===== src/rtl/qif_pkg.sv =====
// Shared definitions for the QIF spike decoder: FSM state type and window timing.
package qif_pkg;

   typedef enum logic [0:0] {
      IDLE  = 1'b0,
      COUNT = 1'b1
   } state_e;

   localparam int unsigned WIN_BASE_LEN = 256;
   // Longest window is 256 << 7 = 32768 cycles, so its last index needs 15 bits.
   localparam int WIN_CNT_W = 15;

   function automatic logic [WIN_CNT_W-1:0] win_last(input logic [2:0] sel);
      return WIN_CNT_W'((WIN_BASE_LEN << sel) - 1);
   endfunction

endpackage


===== src/rtl/qif_spike_counter.sv =====
// Rising-edge detector on the spike input plus a per-window saturating spike counter.
module qif_spike_counter #(
   parameter int RATE_W = 8
) (
   input  logic              clk,
   input  logic              rst_n,
   input  logic              spike,
   input  logic              count_en,
   input  logic              win_end,
   output logic              spike_edge,
   output logic [RATE_W-1:0] count_total
);

   localparam logic [RATE_W-1:0] CNT_MAX = '1;

   logic              spike_q;
   logic [RATE_W-1:0] count_q;

   assign spike_edge = spike & ~spike_q;

   // count_total already includes an edge on the current cycle, so a spike on
   // the window-end cycle lands in the closing window.
   always_comb begin
      // NOTE: default first so every path assigns count_total and no latch is inferred.
      count_total = count_q;
      if (count_en && spike_edge && (count_q != CNT_MAX)) begin
         count_total = count_q + 1'b1;
      end
   end

   always_ff @(posedge clk or negedge rst_n) begin
      if (!rst_n) begin
         spike_q <= 1'b0;
         count_q <= '0;
      end else begin
         spike_q <= spike;
         if (!count_en || win_end) begin
            count_q <= '0;
         end else begin
            count_q <= count_total;
         end
      end
   end

endmodule


===== src/rtl/qif_spike_decoder.sv =====
// Windowed spike-rate decoder with a valid/ready result register and sticky overrun flag.
// Define QIF_DEC_ISI_EN to build in inter-spike-interval measurement; otherwise isi_o is 0.
module qif_spike_decoder
   import qif_pkg::*;
#(
   parameter int RATE_W = 8,
   parameter int ISI_W  = 16
) (
   input  logic              clk,
   input  logic              rst_n,
   input  logic              en_i,
   input  logic              spike_i,
   input  logic [2:0]        win_sel_i,
   output logic [RATE_W-1:0] rate_o,
   output logic [ISI_W-1:0]  isi_o,
   output logic              valid_o,
   input  logic              ready_i,
   output logic              overrun_o
);

   state_e               state_q;
   logic [WIN_CNT_W-1:0] win_cnt_q;
   logic [WIN_CNT_W-1:0] win_last_q;
   logic                 active;
   logic                 start;
   logic                 win_end;
   logic                 handshake;
   logic                 spike_edge;
   logic [RATE_W-1:0]    count_total;

   // The cycle en_i drops is already treated as idle, so a partial window never closes.
   assign active    = (state_q == COUNT) && en_i;
   assign start     = (state_q == IDLE) && en_i;
   assign win_end   = active && (win_cnt_q == win_last_q);
   assign handshake = valid_o && ready_i;

   always_ff @(posedge clk or negedge rst_n) begin
      if (!rst_n) begin
         state_q    <= IDLE;
         win_cnt_q  <= '0;
         win_last_q <= '0;
      end else begin
         // NOTE: non-blocking assignments so every register samples pre-edge values.
         state_q <= en_i ? COUNT : IDLE;
         if (!active || win_end) begin
            win_cnt_q <= '0;
         end else begin
            win_cnt_q <= win_cnt_q + 1'b1;
         end
         if (start || win_end) begin
            win_last_q <= win_last(win_sel_i);
         end
      end
   end

   qif_spike_counter #(
      .RATE_W (RATE_W)
   ) u_counter (
      .clk         (clk),
      .rst_n       (rst_n),
      .spike       (spike_i),
      .count_en    (active),
      .win_end     (win_end),
      .spike_edge  (spike_edge),
      .count_total (count_total)
   );

   always_ff @(posedge clk or negedge rst_n) begin
      if (!rst_n) begin
         rate_o    <= '0;
         valid_o   <= 1'b0;
         overrun_o <= 1'b0;
      end else if (win_end) begin
         rate_o    <= count_total;
         valid_o   <= 1'b1;
         // Unaccepted result gets overwritten; a same-cycle handshake clears the flag.
         overrun_o <= valid_o && !ready_i;
      end else if (handshake) begin
         valid_o   <= 1'b0;
         overrun_o <= 1'b0;
      end
   end

`ifdef QIF_DEC_ISI_EN
   localparam logic [ISI_W-1:0] ISI_MAX = '1;

   logic [ISI_W-1:0] isi_timer_q;
   logic [ISI_W-1:0] isi_lat_q;
   logic [ISI_W-1:0] isi_next;
   logic             seen_edge_q;

   assign isi_next = (spike_edge && seen_edge_q) ? isi_timer_q : isi_lat_q;

   always_ff @(posedge clk or negedge rst_n) begin
      if (!rst_n) begin
         isi_timer_q <= '0;
         isi_lat_q   <= '0;
         seen_edge_q <= 1'b0;
      end else if (!active) begin
         isi_timer_q <= '0;
         isi_lat_q   <= '0;
         seen_edge_q <= 1'b0;
      end else if (spike_edge) begin
         isi_timer_q <= ISI_W'(1);
         isi_lat_q   <= isi_next;
         seen_edge_q <= 1'b1;
      end else if (isi_timer_q != ISI_MAX) begin
         isi_timer_q <= isi_timer_q + 1'b1;
      end
   end

   always_ff @(posedge clk or negedge rst_n) begin
      if (!rst_n) begin
         isi_o <= '0;
      end else if (win_end) begin
         isi_o <= isi_next;
      end
   end
`else
   logic unused_spike_edge;
   assign unused_spike_edge = spike_edge;
   assign isi_o = '0;
`endif

endmodule


===== config.mk =====
export PLATFORM = sky130hd
export DESIGN_NAME = qif_spike_decoder
export DESIGN_NICKNAME = d
export VERILOG_FILES = /design/src/rtl/qif_pkg.sv /design/src/rtl/qif_spike_counter.sv /design/src/rtl/qif_spike_decoder.sv
export SDC_FILE = /design/constraint.sdc
export NUM_CORES = 1
export LEC_CHECK = 0
export ABC_AREA = 1
export CAP_MARGIN = 10
export CORE_MARGIN = 3
export CORE_UTILIZATION = 50
export DETAILED_ROUTE_END_ITERATION = 16
export PLACE_DENSITY = 0.73
export SLEW_MARGIN = 0
export SYNTH_ARGS = -nofsm -noshare
export SYNTH_HDL_FRONTEND = slang
export SYNTH_HIERARCHICAL = 1
export SYNTH_SLANG_ARGS = --single-unit

===== constraint.sdc =====
create_clock -name clk -period 3.6 [get_ports clk]
set_input_delay 0.72 -clock clk [delete_from_list [all_inputs] [get_ports clk]]
set_output_delay 0.72 -clock clk [all_outputs]
set_load 0.005 [all_outputs]

==> impl_results.md, run 1 <==
* DR iter-0 viols at 107
* Clock-pin slew on the worst setup and hold paths at 0.08 ns
* Layout cells sized above 1 at under 10%
* HP Start: rate_o[0]
* Max Slew Vio Count at 0
* Post-Route WL at 4710 microns
* Initial antenna violation count at 0
* Hold Path Sink: rate_o[0]
* Final Cell Area at 2740 sq um
* # Post-CTS Setup Buffers at 0
* R2R cell count at 11
* CTS Buffer Depth at 2
* Area delta synth->final at 9.50%
* Die area at just under 6000 sq um
* Cts repair resizes at 0
* Hold-fix buffers, CTS at 0
* Final Hold Fails at 0
* CTS Buf Count at 5
* LEAKAGE at between 1 and 1.5 nW
* Peak VDD IR at between 0.0002 and 0.00025 V
* RSZ-0062 raised after global routing: false
* Crit path kind: input pin to register
* Fmax at ~400 MHz
* Mapped Avg Cell Area at ~7.4 sq um
* Post-route ant nets at 0
* P per Cell Area at approximately 330 nW/um^2
* Reg2reg setup slack at 1.61 ns
* Max-cap violations at 0
* Hold Crit Class: register to register
* Clock Latency Late Sink at approximately 0.3 ns
* # rows at 25
* Total GRT Usage at between 10% and 20%
* Crit path DAT at around 2.6 ns
* Remaining Overflow, GRT at 0
* Drt drc at 0
* Status: finished, final reports clean
* Clock root buffer: clkbuf_8
* Worst setup EP type: register
* Initial cell density of the core at between 50% and 60%
* Chip Height at about 77 microns
* DP Area at roughly 2600 sq um
* Largest net degree at the start of global routing at between 40 and 50
* Synth Warn # at 6
* CTS H-tree depth at 2
* Setup-failing EPs final at 0
* WL per Instance at 11.1 microns
* Avg Vias per Cell at ~4.7
* DR pass1 iterations at 5
* Gp weighted congestion at between 0.8 and 0.9
* Dpl hpwl at approximately 3600 microns
* Via count at 2,010
* Worst-Margin Slew at 0.942 ns
* Post-Route Setup TNS at 0 ns
* Final Skew at between 0.005 and 0.006 ns
* Buffers on Ports at 17
* Crit-path max FO at 20
* Crit start category: input pin
* # IOs at 34
* Final Cycle Share at approximately two thirds
* Cell area after synthesis at roughly 2500 sq um
* Diodes inserted at 0
* Worst rel slew slack at between 30% and 40%
* Net count, final at about 370
* First-pass GRT wire length at roughly 8400 microns
* Reg2reg end: u_counter/count_q[0]
* Worst path required time at 3.78 ns
* Post-route minimum period at 2.46 ns
* Vias in the first global route at about 1,800
* Core area at 4790 sq um
* Hold Path Depth at 2
* Gate count of the mapped netlist at about 340
* Die X at 76.7 microns
* TritonCTS clock tree: yes
* Num Clock Sinks at 43
* R2r startpoint: win_cnt_q[9]
## cell type report
class,instances,area [sq um]
clock inverters,3,23.8
clock buffers,5,68.8
multi-input cells,241,1140
flip-flops and latches,43,1080
well taps,67,83.8
inverters,48,180
fillers,453,2050
repair buffers,17,165
## layout by cell type (no fill, tap or decap), types with 3 or more instances in the layout
master,instances
xnor2_1,4
nor3_1,7
a21oi_1,4
dfrtp_1,43
nor2_2,3
nand2_2,3
o21ai_2,4
nand2_1,105
clkbuf_8,5
clkdlybuf4s50_1,16
xor2_1,6
nand3_1,29
inv_2,3
inv_1,44
nand4_1,3
nor2_4,3
nor2_1,42
conb_1,16
## layer usage
metal	share of wire (%)	wire length, microns	global-route usage, %	vias up
met2	42	1990	26.5	57
met5	0	0	0	-
met3	5.9	280	4.46	8
li1	-	-	-	1033
met1	50	2370	24.9	912
met4	1.6	74	5.43	0
## state kept, by name (all words and copies together) (netlist names)
name,count
win_cnt_q,15
rate_o,8
u_counter/count_q,8
win_last_q,8
overrun_o,1
state_q,1
u_counter/spike_q,1
valid_o,1
## through the flow
step	hold slack (ns)	std cells	power, W	worst slack [ns]	utilization [%]
2_1_floorplan	0.424	353	0.000579	1.81	-
3_3_place_gp	0.479	416	0.000594	0.912	55.3
3_5_place_dp	0.473	416	0.000596	0.835	55.3
4_1_cts	0.495	424	0.000915	1.15	57.2
5_1_grt	0.520	424	0.000952	0.900	57.2
6_report	0.491	424	0.000904	1.14	57.2
## critical path, cell delays in order
cell and delay [ns]:
clkdlybuf4s50_1 0.65, nand2_1 0.09, inv_1 0.20, nand3_2 0.36
clkinv_1 0.27, inv_1 0.06, nand2_1 0.20, nor2_1 0.09
## how the worst max path moves through the flow
stage	start	to	slack, ns
2_1_floorplan	en_i	rate_o[6]	1.81
3_3_place_gp	en_i	u_counter/count_q[1]	0.91
3_5_place_dp	en_i	u_counter/count_q[3]	0.84
4_1_cts	en_i	u_counter/count_q[3]	1.15
5_1_grt	en_i	u_counter/count_q[2]	0.90
6_report	en_i	u_counter/count_q[0]	1.14
## power by group
| group | total, W | internal [W] | switching [W] |
|---|---|---|---|
| combinational | 0.0000792 | 0.0000274 | 0.0000518 |
| clock | 0.000318 | 0.000139 | 0.000179 |
| sequential | 0.000506 | 0.000494 | 0.0000122 |
| total | 0.000904 | 0.000660 | 0.000243 |
(Power assumes the default switching activity.)
==> run 2, diff against run 1 <==
--- a/config.mk
+++ b/config.mk
@@ -8,9 +8,9 @@
 export ABC_AREA = 1
 export CAP_MARGIN = 10
 export CORE_MARGIN = 3
-export CORE_UTILIZATION = 50
+export CORE_UTILIZATION = 49
 export DETAILED_ROUTE_END_ITERATION = 16
-export PLACE_DENSITY = 0.73
+export PLACE_DENSITY = 0.74
 export SLEW_MARGIN = 0
 export SYNTH_ARGS = -nofsm -noshare
 export SYNTH_HDL_FRONTEND = slang
==> constraint.sdc (replaced) <==
create_clock -name clk -period 2.2 [get_ports clk]
set_input_delay 0.44 -clock clk [delete_from_list [all_inputs] [get_ports clk]]
set_output_delay 0.44 -clock clk [all_outputs]
set_load 0.005 [all_outputs]
==> impl_results.md, run 2 (synthesis results as in run 1) <==
* Status: finished, final reports clean (unchanged)
* TritonCTS clock tree: yes (unchanged)
* # Post-CTS Setup Buffers at 0 (unchanged)
* Largest Register: win_cnt_q (unchanged)
* Diodes inserted at 0 (unchanged)
* CTS Buf Count at 5 (unchanged)
* Initial cell density of the core at 51.9% (was 52.3%)
* Worst rel slew slack at 63.6% (was 37.2%)
* Reg2reg end: win_cnt_q[12] (was u_counter/count_q[0])
* Layout cells sized above 1 at 9.17% (was 8.68%)
* Die area at 6000 sq um (was 5890 sq um)
* Hold Crit Class: input pin to asynchronous set/reset pin (was register to register)
* Gp weighted congestion at 0.783 (was 0.801)
* Final Cell Area at 2780 sq um (was 2740 sq um)
* Num Clock Sinks at 43 (unchanged)
* CTS H-tree depth at 2 (unchanged)
* Crit path DAT at 2.00 ns (was 2.64 ns)
* Final Hold Fails at 0 (unchanged)
* Peak VDD IR at 0.000290 V (was 0.000246 V)
* Worst setup path endpoint: win_cnt_q[12] (was u_counter/count_q[0])
* Largest net degree at the start of global routing at 44 (unchanged)
* R2R cell count at 8 (was 11)
* # rows at 25 (unchanged)
* Final Cycle Share at between 80% and 90%
* Via count at 2,024 (was 2,010)
* Initial antenna violation count at 0 (unchanged)
* Post-Route Setup TNS at 0 ns (unchanged)
* Max Slew Vio Count at 0 (unchanged)
* Remaining Overflow, GRT at 0 (unchanged)
* Clock root buffer: clkbuf_8 (unchanged)
* Reg2reg setup slack at 0.37 ns (was 1.61 ns)
* DR pass1 iterations at 4 (was 5)
* Post-route ant nets at 0 (unchanged)
* P per Cell Area at 559 nW/um^2 (was 330 nW/um^2)
* Total GRT Usage at 17.7% (was 17.6%)
* Buffers on Ports at 17 (unchanged)
* Setup-failing EPs final at 0 (unchanged)
* Worst setup EP type: register (unchanged)
* Crit-path max FO at 8 (was 20)
* Clock Latency Late Sink at 0.29 ns (was 0.30 ns)
* Avg Vias per Cell at 4.74 (about the same)
* Commonest non-fill, non-tap cell in the layout: nand2_1 (unchanged)
* # IOs at 34 (unchanged)
* Post-Route WL at 4740 microns (was 4710 microns)
* Hold-fix buffers, CTS at 0 (unchanged)
* Drt drc at 0 (unchanged)
* R2r startpoint: win_cnt_q[0] (was win_cnt_q[9])
* RSZ-0062 raised after global routing: false (unchanged)
* Crit path launch: win_cnt_q[0] (was en_i)
* Die X at 77.4 microns (was 76.7 microns)
* Net count, final at 370 (was 366)
* Area delta synth->final at 11.1% (was 9.50%)
* CTS Buffer Depth at 2 (unchanged)
* Worst path required time at 2.37 ns (was 3.78 ns)
* Max-cap violations at 0 (unchanged)
* Post-route minimum period at between 1.5 and 2 ns
* Final Skew at 0.00943 ns (was 0.00559 ns)
* Clock-pin slew on the worst setup and hold paths at 0.08 ns (about the same)
* Worst-Margin Slew at 0.547 ns (was 0.942 ns)
* Largest register FFs at 15 (unchanged)
* Dpl hpwl at 3470 microns (was 3570 microns)
* LEAKAGE at 1.44 nW (was 1.41 nW)
* DP Area at 2680 sq um (was 2650 sq um)
* Fmax at 547 MHz
* Vias in the first global route at 1,926 (was 1,828)
* Crit start category: register (was input pin)
* WL per Instance at 11.1 microns (about the same)
* Cts repair resizes at 0 (unchanged)
* Most frequent cells in the layout: nand2_1 (105), inv_1 (44), dfrtp_1 (43) (unchanged)
* DR iter-0 viols at 95 (was 107)
* Chip Height at 77.4 microns (was 76.7 microns)
* First-pass GRT wire length at 8560 microns (was 8370 microns)
* Core area at 4820 sq um (was 4790 sq um)
* Crit path kind: register to register (was input pin to register)
* Total power at 0.00155 W (was 0.000904 W)
-- run 2: changes by cell type in the layout (fill, tap and decap cells not counted), sizes merged --
cell	change
inv	-1
clkbuf	+1
bufinv	+1
clkinvlp	-2
buf	+4
-- run 2: layer usage --
layer  GRT usage [%]  vias to the layer above  wire length, microns
li1                -                     1045                     -
met1            24.2                      935                  2390
met2            28.3                       40                  2160
met3            3.25                        4                   139
met4            6.05                        0                    47
met5               0                        -                     0
-- run 2: cell type report --
class	count	area (sq um)
fill	455	2040
multi-input combinational	241	1140
sequential	43	1080
timing repair buffer	21	195
inverter	48	180
tap	67	83.8
clock buffer	6	72.6
clock inverter	1	30.0
-- run 2: how the worst min path moves through the flow --
stage                           endpoint  startpoint  slack, ns  cells after the start
floorplan                      overrun_o       rst_n       0.14                      0
global placement               rate_o[2]   rate_o[2]       0.47                      2
detailed placement             rate_o[2]   rate_o[2]       0.46                      2
CTS                 u_counter/count_q[5]       rst_n       0.22                      2
global route        u_counter/count_q[5]       rst_n       0.27                      2
finish                      win_cnt_q[0]       rst_n       0.20                      2
-- run 2: critical path: stages (launching register included) --
cell,delay (ns)
dfrtp_1,0.51
ha_1,0.22
nand2_1,0.13
nor2_1,0.20
nand2_1,0.14
nor2_2,0.18
nand2_1,0.09
xor2_1,0.17
nor2_1,0.05
-- run 2: through the flow --
step | cells | setup slack (ns) | hold slack, ns | utilization (%)
after floorplan | 353 | 0.686 | 0.144 | -
after global placement | 420 | 0.303 | 0.465 | 55.6
after detailed placement | 420 | 0.269 | 0.464 | 55.6
after CTS | 427 | 0.403 | 0.225 | 57.7
after global routing | 427 | 0.251 | 0.267 | 57.7
final | 427 | 0.372 | 0.201 | 57.7
-- run 2: power breakdown --
group	total [W]	switching [W]	internal [W]
Clock	0.000594	0.000262	0.000333
Combinational	0.000133	0.0000852	0.0000473
Sequential	0.000828	0.0000188	0.000809
==> run 3, diff against run 2 <==
--- a/config.mk
+++ b/config.mk
@@ -8,9 +8,9 @@
 export ABC_AREA = 1
 export CAP_MARGIN = 10
 export CORE_MARGIN = 3
-export CORE_UTILIZATION = 49
+export CORE_UTILIZATION = 50
 export DETAILED_ROUTE_END_ITERATION = 16
-export PLACE_DENSITY = 0.74
+export PLACE_DENSITY = 0.73
 export SLEW_MARGIN = 0
 export SYNTH_ARGS = -nofsm -noshare
 export SYNTH_HDL_FRONTEND = slang
==> constraint.sdc (replaced) <==
create_clock -name clk -period 1.8 [get_ports clk]
set_input_delay 0.36 -clock clk [delete_from_list [all_inputs] [get_ports clk]]
set_output_delay 0.36 -clock clk [all_outputs]
set_load 0.005 [all_outputs]
==> impl_results.md, run 3 (synthesis results as in run 1) <==
* Commonest non-fill, non-tap cell in the layout: nand2_1 (unchanged)
* # rows at 25 (unchanged)
* Post-route minimum period at 1.57 ns (was 1.83 ns)
* Post-Route Setup TNS at 0 ns (unchanged)
* WL per Instance at 10.8 microns (was 11.1 microns)
* Post-route ant nets at 0 (unchanged)
* Hold Crit Class: input pin to asynchronous set/reset pin (unchanged)
* Worst path required time at 2.00 ns (was 2.37 ns)
* Initial antenna violation count at 0 (unchanged)
* Finished Layout Cells at 435 (was 427)
* Most frequent cells in the layout: nand2_1 (105), inv_1 (44), dfrtp_1 (43) (unchanged)
* Buffers on Ports at 17 (unchanged)
* Final Util at 59.6% (was 57.7%)
* Largest net degree at the start of global routing at 44 (unchanged)
* Initial cell density of the core at 52.3% (was 51.9%)
* Clock root buffer: clkbuf_8 (unchanged)
* Seq pwr share at 52.5% (was 53.2%)
* Largest Register: win_cnt_q (unchanged)
* Chip Height at 76.7 microns (was 77.4 microns)
* Diodes inserted at 0 (unchanged)
* Die area at 5890 sq um (was 6000 sq um)
* Gp weighted congestion at 0.882 (was 0.783)
* Final Skew at 0.00870 ns (was 0.00943 ns)
* Layout cells sized above 1 at 11.1% (was 9.17%)
* DP Cell Count at 428 (was 420)
* Setup WS pre-CTS at 0.0456 ns (was 0.269 ns)
* # IOs at 34 (unchanged)
* Core area at 4790 sq um (was 4820 sq um)
* Max-cap violations at 0 (unchanged)
* Cell internal pwr at 0.00146 W (was 0.00119 W)
* Net count, final at 378 (was 370)
* Status: finished, final reports clean (unchanged)
* Crit path DAT at 1.77 ns (was 2.00 ns)
* Final Cycle Share at 87.2% (was 83.1%)
* CTS H-tree depth at 2 (unchanged)
* LEAKAGE at 1.48 nW (was 1.44 nW)
* DR iter-0 viols at 110 (was 95)
* Crit-path max FO at 5 (was 8)
* Hold-fix buffers, CTS at 0 (unchanged)
* Drt drc at 0 (unchanged)
* Final Hold Fails at 0 (unchanged)
* R2R cell count at 8 (unchanged)
* Worst-Margin Slew at 0.544 ns (was 0.547 ns)
* Crit start category: register (unchanged)
* # Post-CTS Setup Buffers at 0 (unchanged)
* Via count at 2,025 (was 2,024)
* CTS Buf Count at 5 (unchanged)
* Vias in the first global route at 1,920 (was 1,926)
* Dpl hpwl at 3490 microns (was 3470 microns)
* Largest register FFs at 15 (unchanged)
* CTS Buffer Depth at 2 (unchanged)
* Setup-failing EPs final at 0 (unchanged)
* Post-Route WL at 4720 microns (was 4740 microns)
* Cts repair resizes at 0 (unchanged)
* Peak VDD IR at 0.000310 V (was 0.000290 V)
* P_sw at 0.000457 W (was 0.000366 W)
* Remaining Overflow, GRT at 0 (unchanged)
* Fin worst setup slack at 0.231 ns (was 0.372 ns)
* Die X at 76.7 microns (was 77.4 microns)
* Clock Latency Late Sink at 0.30 ns (was 0.29 ns)
* Crit path kind: register to register (unchanged)
* Logic pwr share at 9.2% (was 8.5%)
* TritonCTS clock tree: yes (unchanged)
* First-pass GRT wire length at 8560 microns (unchanged)
* Max Slew Vio Count at 0 (unchanged)
* Avg Vias per Cell at 4.66 (was 4.74)
* Worst rel slew slack at 63.7% (was 63.6%)
* Clock-pin slew on the worst setup and hold paths at 0.08 ns (about the same)
* Fin Hold WS at 0.119 ns (was 0.201 ns)
* Switching Fraction at 23.8% (was 23.5%)
* Clock power share at 38.3% (was 38.2%)
* DR pass1 iterations at 4 (unchanged)
* RSZ-0062 raised after global routing: false (unchanged)
* Worst setup EP type: register (unchanged)
* Area delta synth->final at 14.0% (was 11.1%)
* P per Cell Area at 674 nW/um^2 (was 559 nW/um^2)
* Fmax at 637 MHz (was 547 MHz)
* Total GRT Usage at 18.0% (was 17.7%)
* Num Clock Sinks at 43 (unchanged)
run 3: changes by cell type in the layout (fill, tap and decap cells not counted), sizes merged:
cell / change
buf: +8
run 3: worst paths after layout:
path	from	to	slack, ns
max	win_cnt_q[1]	win_cnt_q[12]	0.23
min	rst_n	u_counter/count_q[7]	0.12
max reg2reg	win_cnt_q[1]	win_cnt_q[12]	0.23
min reg2reg	rate_o[3]	rate_o[3]	0.48
max in group asynchronous	rst_n	win_last_q[9]	1.30
min in group clk	rate_o[3]	rate_o[3]	0.48
run 3: worst max-delay path, cell delays in order (launching register included):
cell and delay, ns:
dfrtp_1 0.42, ha_1 0.20, nand2_1 0.07, nor2_1 0.18, nand2_1 0.14, nor2_2 0.18, nand2_1 0.09, xor2_1 0.14
nor2_1 0.05
run 3: stage by stage:
step / area [sq um] / total power [W]
2_1_floorplan: 2560 / 0.00116
5_1_grt: 2850 / 0.00201
3_5_place_dp: 2750 / 0.00121
4_1_cts: 2850 / 0.00194
6_report: 2850 / 0.00192
3_3_place_gp: 2750 / 0.00120
run 3: metal layers:
| metal | part of all wire (%) | wire length [microns] | GRT usage [%] | vias to the layer above |
|---|---|---|---|---|
| met2 | 43 | 2050 | 28.3 | 44 |
| met1 | 50 | 2380 | 24.1 | 914 |
| met4 | 1.7 | 78 | 7.07 | 0 |
| met5 | 0 | 0 | 0 | - |
| li1 | - | - | - | 1059 |
| met3 | 4.4 | 207 | 4.11 | 8 |
run 3: power groups by stage:
stage | combinational (W) | clock (W) | sequential, W
floorplan | 0.000133 | 0 | 0.00103
global placement | 0.000175 | 0 | 0.00103
detailed placement | 0.000179 | 0 | 0.00103
CTS | 0.000180 | 0.000754 | 0.00101
global route | 0.000206 | 0.000794 | 0.00101
finish | 0.000177 | 0.000735 | 0.00101
run 3: cell type report:
class / count / area (sq um)
clock buffers: 6 / 72.6
clock inverters: 1 / 30.0
fillers: 440 / 1930
inverters: 48 / 180
multi-input cells: 241 / 1140
flip-flops and latches: 43 / 1080
well taps: 67 / 83.8
repair buffers: 29 / 268
